===== src/rtl/pipe_addsub.sv =====
// pipe_addsub: pipelined adder/subtractor with a valid/ready handshake.
//   The WIDTH-bit carry chain is cut into STAGES slices of WIDTH/STAGES bits.
//   Slice k is added in the cycle before stage k registers it. The upper operand
//   bits travel forward (skew) and the finished lower sum bits travel forward
//   (deskew), so the last stage holds a complete, aligned result.
// Ports:
//   clk, rst_n           clock (rising edge), synchronous active-low reset
//   in_valid, in_ready   operand beat handshake
//   a, b, sub            operands; sub=1 selects a-b
//   out_valid, out_ready result beat handshake
//   sum, cout, ovf       result, carry out of the MSB (sub: 1 = no borrow),
//                        signed overflow
module pipe_addsub #(
    parameter int WIDTH  = 16,
    parameter int STAGES = 4
) (
    input  logic             clk,
    input  logic             rst_n,
    input  logic             in_valid,
    output logic             in_ready,
    input  logic [WIDTH-1:0] a,
    input  logic [WIDTH-1:0] b,
    input  logic             sub,
    output logic             out_valid,
    input  logic             out_ready,
    output logic [WIDTH-1:0] sum,
    output logic             cout,
    output logic             ovf
);
    localparam int SD = (STAGES < 1) ? 1 : STAGES;
    localparam int S  = WIDTH / SD;

    if ((STAGES < 1) || ((WIDTH % SD) != 0)) begin : g_bad_param
        $error("pipe_addsub: STAGES must be >= 1 and divide WIDTH");
    end

    // Whole pipeline moves together; a bubble still occupies its slot.
    logic adv;
    assign adv      = !out_valid || out_ready;
    assign in_ready = adv;

    for (genvar k = 0; k < SD; k++) begin : g_stg
        // LO: first bit of the slice added ahead of this stage.
        // UP: lowest operand bit still needed downstream; the last stage only
        //     keeps the operand MSBs for the overflow check.
        localparam int LO = k * S;
        localparam int UP = (k == SD - 1) ? WIDTH - 1 : (k + 1) * S;

        logic [WIDTH-1:LO]  a_i, bx_i;
        logic               c_i, v_i;
        logic [S:0]         t;
        logic [LO+S-1:0]    s_n;
        logic [WIDTH-1:UP]  a_q, bx_q;
        logic [LO+S-1:0]    s_q;
        logic               c_q, v_q;

        assign t = {1'b0, a_i[LO+S-1:LO]} + {1'b0, bx_i[LO+S-1:LO]} + {{S{1'b0}}, c_i};

        if (k == 0) begin : g_first
            assign a_i  = a;
            assign bx_i = sub ? ~b : b;
            assign c_i  = sub;
            assign v_i  = in_valid;
            assign s_n  = t[S-1:0];
        end else begin : g_next
            assign a_i  = g_stg[k-1].a_q;
            assign bx_i = g_stg[k-1].bx_q;
            assign c_i  = g_stg[k-1].c_q;
            assign v_i  = g_stg[k-1].v_q;
            assign s_n  = {t[S-1:0], g_stg[k-1].s_q};
        end

        always_ff @(posedge clk) begin
            if (!rst_n) begin
                v_q  <= 1'b0;
                a_q  <= '0;
                bx_q <= '0;
                s_q  <= '0;
                c_q  <= 1'b0;
            end else if (adv) begin
                v_q  <= v_i;
                a_q  <= a_i[WIDTH-1:UP];
                bx_q <= bx_i[WIDTH-1:UP];
                s_q  <= s_n;
                c_q  <= t[S];
            end
        end
    end

    assign out_valid = g_stg[SD-1].v_q;
    assign sum       = g_stg[SD-1].s_q;
    assign cout      = g_stg[SD-1].c_q;
    // Built only from last-stage registers, so it changes only on adv and is
    // 0 after reset (all MSBs equal zero).
    assign ovf = (g_stg[SD-1].a_q[WIDTH-1] == g_stg[SD-1].bx_q[WIDTH-1]) &&
                 (g_stg[SD-1].s_q[WIDTH-1] != g_stg[SD-1].a_q[WIDTH-1]);

endmodule


===== config.mk =====
export PLATFORM = sky130hd
export DESIGN_NAME = pipe_addsub
export DESIGN_NICKNAME = d
export VERILOG_FILES = /design/src/rtl/pipe_addsub.sv
export SDC_FILE = /design/constraint.sdc
export NUM_CORES = 1
export LEC_CHECK = 0
export ABC_CLOCK_PERIOD_IN_PS = 2600
export BUFFER_PORTS_ARGS = -buffer_cell sky130_fd_sc_hd__buf_2
export CAP_MARGIN = 20
export CORE_ASPECT_RATIO = 0.9
export CORE_UTILIZATION = 57
export CTS_CLUSTER_SIZE = 24
export DETAILED_ROUTE_END_ITERATION = 7
export PLACE_DENSITY = 0.79
export SLEW_MARGIN = 20
export SYNTH_ARGS = -nofsm -noshare
export SYNTH_HDL_FRONTEND = slang
export SYNTH_SLANG_ARGS = --single-unit

===== constraint.sdc =====
create_clock -name clk -period 2.6 [get_ports clk]
set_clock_uncertainty 0.2 [all_clocks]
set_input_delay 0.26 -clock clk [delete_from_list [all_inputs] [get_ports clk]]
set_output_delay 0.26 -clock clk [all_outputs]
set_load 0.005 [all_outputs]

* Word-level counts from Yosys, hierarchy flattened *
Index checks and enable logic that the tools add are counted.

storage, ports and cells
  input bits = 37
  output and inout bits = 20
  register bits = 98
  logic and storage cells = 35

cells by class
  multiplexer cells = 1
  bitwise operators = 1
  add/subtract/negate cells = 8
  equal/unequal tests = 2
  reductions and logical operators = 3

operators with widths
  cell                 number
  $add A4 B4 Y5        4
  $add A5 B1 Y5        4
  $mux W16             1
  $not A16 Y16         1
  $eq A1 B1 Y1         1
  $logic_and A1 B1 Y1  1
  $logic_not A1 Y1     1
  $logic_or A1 B1 Y1   1
  $ne A1 B1 Y1         1

* Depth between registers and ports, before layout *
  word-level depth = 4
  depth in mapped cells = 7

* Worst setup path before layout *
No wires, ideal clock.

  kind = input to register
  start = in sub
  end = reg g_stg[0].s_q[3]
  data arrival time = 1,728 ps
  cell stages on the path = 7
  data required time = 2,335 ps
  slack = 607 ps
  cells stage by stage = buf_6 -> clkbuf_4 -> xor2_1 -> ha_1 -> and2_2 -> a2111oi_2 -> nand4b_1

on the way
  cells in the longest elaborated chain, start to end = 3

RTL lines
  item                  RTL line  text
  start, declared       23        input logic sub,
  $mux W16              61        assign bx_i = sub ? ~b : b;
  $add A4 B4 Y5         57        assign t = {1'b0, a_i[LO+S-1:LO]} + {1'b0, bx_i[LO+S-1:LO]} + {{S{1'b0}}, c_i};
  $add A5 B1 Y5 *       57
  end signal, assigned  84        s_q <= s_n;
  end, declared         54        logic [LO+S-1:0] s_q;

Every way passes the cells marked *; elsewhere a longest branch is shown, timed or not.
A chain may end at the register's enable or synchronous reset.

* Final worst setup path *
  start = reg g_stg[3].v_q (netlist: out_valid)
  end = out in_ready

on the way
  cells in the longest elaborated chain, start to end = 2

RTL lines
  item                    RTL line  text
  start, declared         55        logic c_q, v_q;
  start signal, assigned  81        v_q <= v_i;
  $logic_not A1 Y1        39        assign adv = !out_valid || out_ready;
  $logic_or A1 B1 Y1      39
  end, declared           20        output logic in_ready,

Every way passes these cells.

==> flow_metrics.py <==
metrics = {
    "status": {
        "status": "completed",
    },
    "logic_synthesis": {
        "synthTopCellsByCount": "nand2_1 (147), dfxtp_1 (98), a21oi_1 (80)",
        "seq_area_frac_synth_pct": 47.5,
        "ys_seq_elements": 98,
        "synth_top_area_cell": "dfxtp_1",
        "yosys-top-cells-area": "dfxtp_1 (47%), nand2_1 (13%), a21oi_1 (9.7%)",
        "synth_edf_count": 0,
        "synth_area_sq_um": 4130,
        "synth-main-ff-cell": "dfxtp_1",
        "yosys_warnings": 0,
        "postSynthCellCount": 487,
        "yosysMostFrequentCell": "nand2_1",
        "async_flop_share_pct": 0,
        "synthDominantCellAreaShare_pct": 47.5,
        "avgSynthCellArea_sq_um": 8.49,
        "synth_nets": 543,
        "ys_types": 35,
    },
    "finish": {
        "diodes": 0,
        "layout-drive-gt1-share_pct": 15.9,
        "utilization_pct": 67.6,
        "num-nets-final": 600,
        "area_delta_synth_final_pct": 15.2,
    },
    "detailed_routing": {
        "drt-initial-drc-count": 218,
        "drc": 0,
        "wl_per_cell_microns": 12.7,
        "vias": 3366,
        "drt_wl_total_mm": 8.15,
        "antenna_left": 0,
        "first_pass_iters": 4,
        "viasPerCell": 5.25,
    },
    "place": {
        "place_hpwl_mm": 5.25,
        "gp_congestion": 0.827,
        "portBuffers": 56,
        "pre_cts_ws_ns": 0.422,
    },
    "sta": {
        "slew_violations": 0,
        "worst_slew_margin_rel_pct": 66.6,
        "hold_ws_ns": 0.0137,
        "period_minus_slack_ns": 2.08,
        "hold_viol_final": 0,
        "tightest_slew_ns": 0.500,
        "fmax_ghz": 0.481,
        "fin_ws_ns": 0.520,
        "setup_viol": 0,
        "fin_tns_setup_ns": 0,
        "fin_crit_sh_pct": 80.0,
        "rsz0062_at_grt": "false",
    },
    "pwr": {
        "p_leak_nw": 1.98,
        "powerDensity_nw_per_um2": 612,
        "ir_worst_vdd_v": 0.000365,
    },
    "worst_hold_path": {
        "hp-class": "in -> reg",
    },
    "global_routing": {
        "grt.met1_usage_pct": 29.1,
        "track_usage_pct": 22.9,
        "overflow": 0,
        "antenna_found_initial": 0,
        "use_met3_pct": 5.65,
        "grt_use_met2_pct": 39.2,
        "grt_pass1_wl_mm": 13.7,
        "top_usage_layer": "met2",
        "grt_max_degree": 87,
        "grt_pass1_vias": 3103,
    },
    "clock_network": {
        "clock-sinks": 98,
        "clkSlewWorstSetupHoldPaths_ns": 0.08,
        "cts_buffers": 9,
        "cts_tree": "built",
        "clock_latency_ns": 0.36,
        "cts-root-buf": "clkbuf_8",
        "cts_max_level": 3,
        "cts_buffer_depth": 2,
        "postCtsSetupRepairBufs": 0,
    },
    "setup_path": {
        "max_stage_delay_ns": 0.34,
        "crit_arrival_ns": 1.62,
        "start_kind": "register",
        "cp_data_required_time_ns": 2.14,
        "cp-end-kind": "primary output",
        "worstSetupPathType": "reg -> out",
        "path_buf_inv": 3,
        "cpMaxStageDelayCell": "dfxtp_1",
        "cp_cell_sequence": "nor2b_4 -> clkinv_2 -> buf_12 -> buf_2",
        "critPathMaxFanout": 54,
        "critPathTopFamily": "buffers and inverters",
    },
    "floorplan": {
        "core_sq_um": 7040,
        "initial_core_util_pct": 58.7,
        "row_count": 29,
        "ios": 57,
        "die-width_microns": 91.8,
        "dieArea_sq_um": 7600,
        "die_y_microns": 82.8,
    },
    "job": {
        "maxCapViolCount": 0,
    },
}
-- kinds of logic after synthesis --
logic type / synth area share [%]
adder cells (fa/ha/maj): 7.02
AND/OR/NAND/NOR: 18.2
flip-flops: 47.5
multiplexers: 0.363
buffers and inverters: 6.18
XOR/XNOR: 4.24
AO/OA/AOI/OAI: 16.5
-- repair_timing --
item                                   in CTS  in global routing
resized for setup                           0                  0
hold buffers                               16                  1
endpoints found under the hold margin      16                  1
-- tightest hold or removal path, cell delays in order --
cell	delay, ns
buf_2	0.09
xnor2_1	0.10
a211oi_1	0.06
-- state kept, by name (all words and copies together), names as in the netlist --
name and flops:
cout 1, g_stg.a_q 25, g_stg.bx_q 25, g_stg.c_q 3
g_stg.s_q 24, g_stg.v_q 3, out_valid 1, sum 16
-- layout by cell type, fill, tap and decap left out, types with 3 or more instances in the layout --
| cell | Yosys | layout |
|---|---|---|
| a211oi_1 | 14 | 14 |
| o21ai_1 | 4 | 4 |
| o21ai_0 | 3 | 3 |
| nor2b_1 | 4 | 3 |
| a21oi_1 | 80 | 80 |
| dlygate4sd3_1 | 0 | 17 |
| dfxtp_1 | 98 | 98 |
| nor2_1 | 23 | 23 |
| fa_1 | 7 | 7 |
| nand3_1 | 8 | 8 |
| inv_1 | 8 | 8 |
| nand2_1 | 147 | 147 |
| clkbuf_8 | 0 | 9 |
| a21o_1 | 3 | 3 |
| buf_2 | 15 | 56 |
| buf_4 | 1 | 6 |
| xnor2_1 | 15 | 15 |
| a211oi_2 | 4 | 4 |
| ha_1 | 12 | 12 |
| xor2_1 | 5 | 5 |
-- power breakdown --
part	total, mW	leakage, nW	switching [mW]	internal [mW]
Clock	0.933	0.0856	0.491	0.442
Sequential	1.65	0.805	0.0506	1.60
Combinational	0.336	1.09	0.174	0.162
-- per-layer routing --
metal,wire (microns),up-vias
met5,0,-
met4,101,0
met3,434,11
met2,3860,95
met1,3760,1534
li1,-,1726
-- path summary, 6_finish.rpt --
check                     endpoint  depth (start not counted)             from  slack [ns]
hold / removal    g_stg[0].bx_q[9]                          3             b[9]        0.01
hold reg to reg             sum[7]                          2           sum[7]        0.25
setup / recovery          in_ready                          4        out_valid        0.52
setup reg to reg   g_stg[1].s_q[6]                          6  g_stg[0].a_q[4]        0.67
-- layout make-up --
| cell class | count | area [sq um] |
|---|---|---|
| Fill cell | 600 | 2280 |
| Sequential cell | 98 | 1960 |
| Timing Repair Buffer | 81 | 536 |
| Clock buffer | 11 | 131 |
| Inverter | 10 | 38.8 |
| Multi-Input combinational cell | 344 | 1920 |
| Tap cell | 93 | 116 |
| Clock inverter | 4 | 53.8 |
-- through the flow --
step	power [mW]	instance area, sq um	std cells
detailed placement	1.99	4410	609
global placement	1.98	4410	609
finish	2.92	4760	641
floorplan	1.89	4130	487
global route	3.06	4760	641
CTS	2.94	4750	640
(Power assumes the default switching activity.)
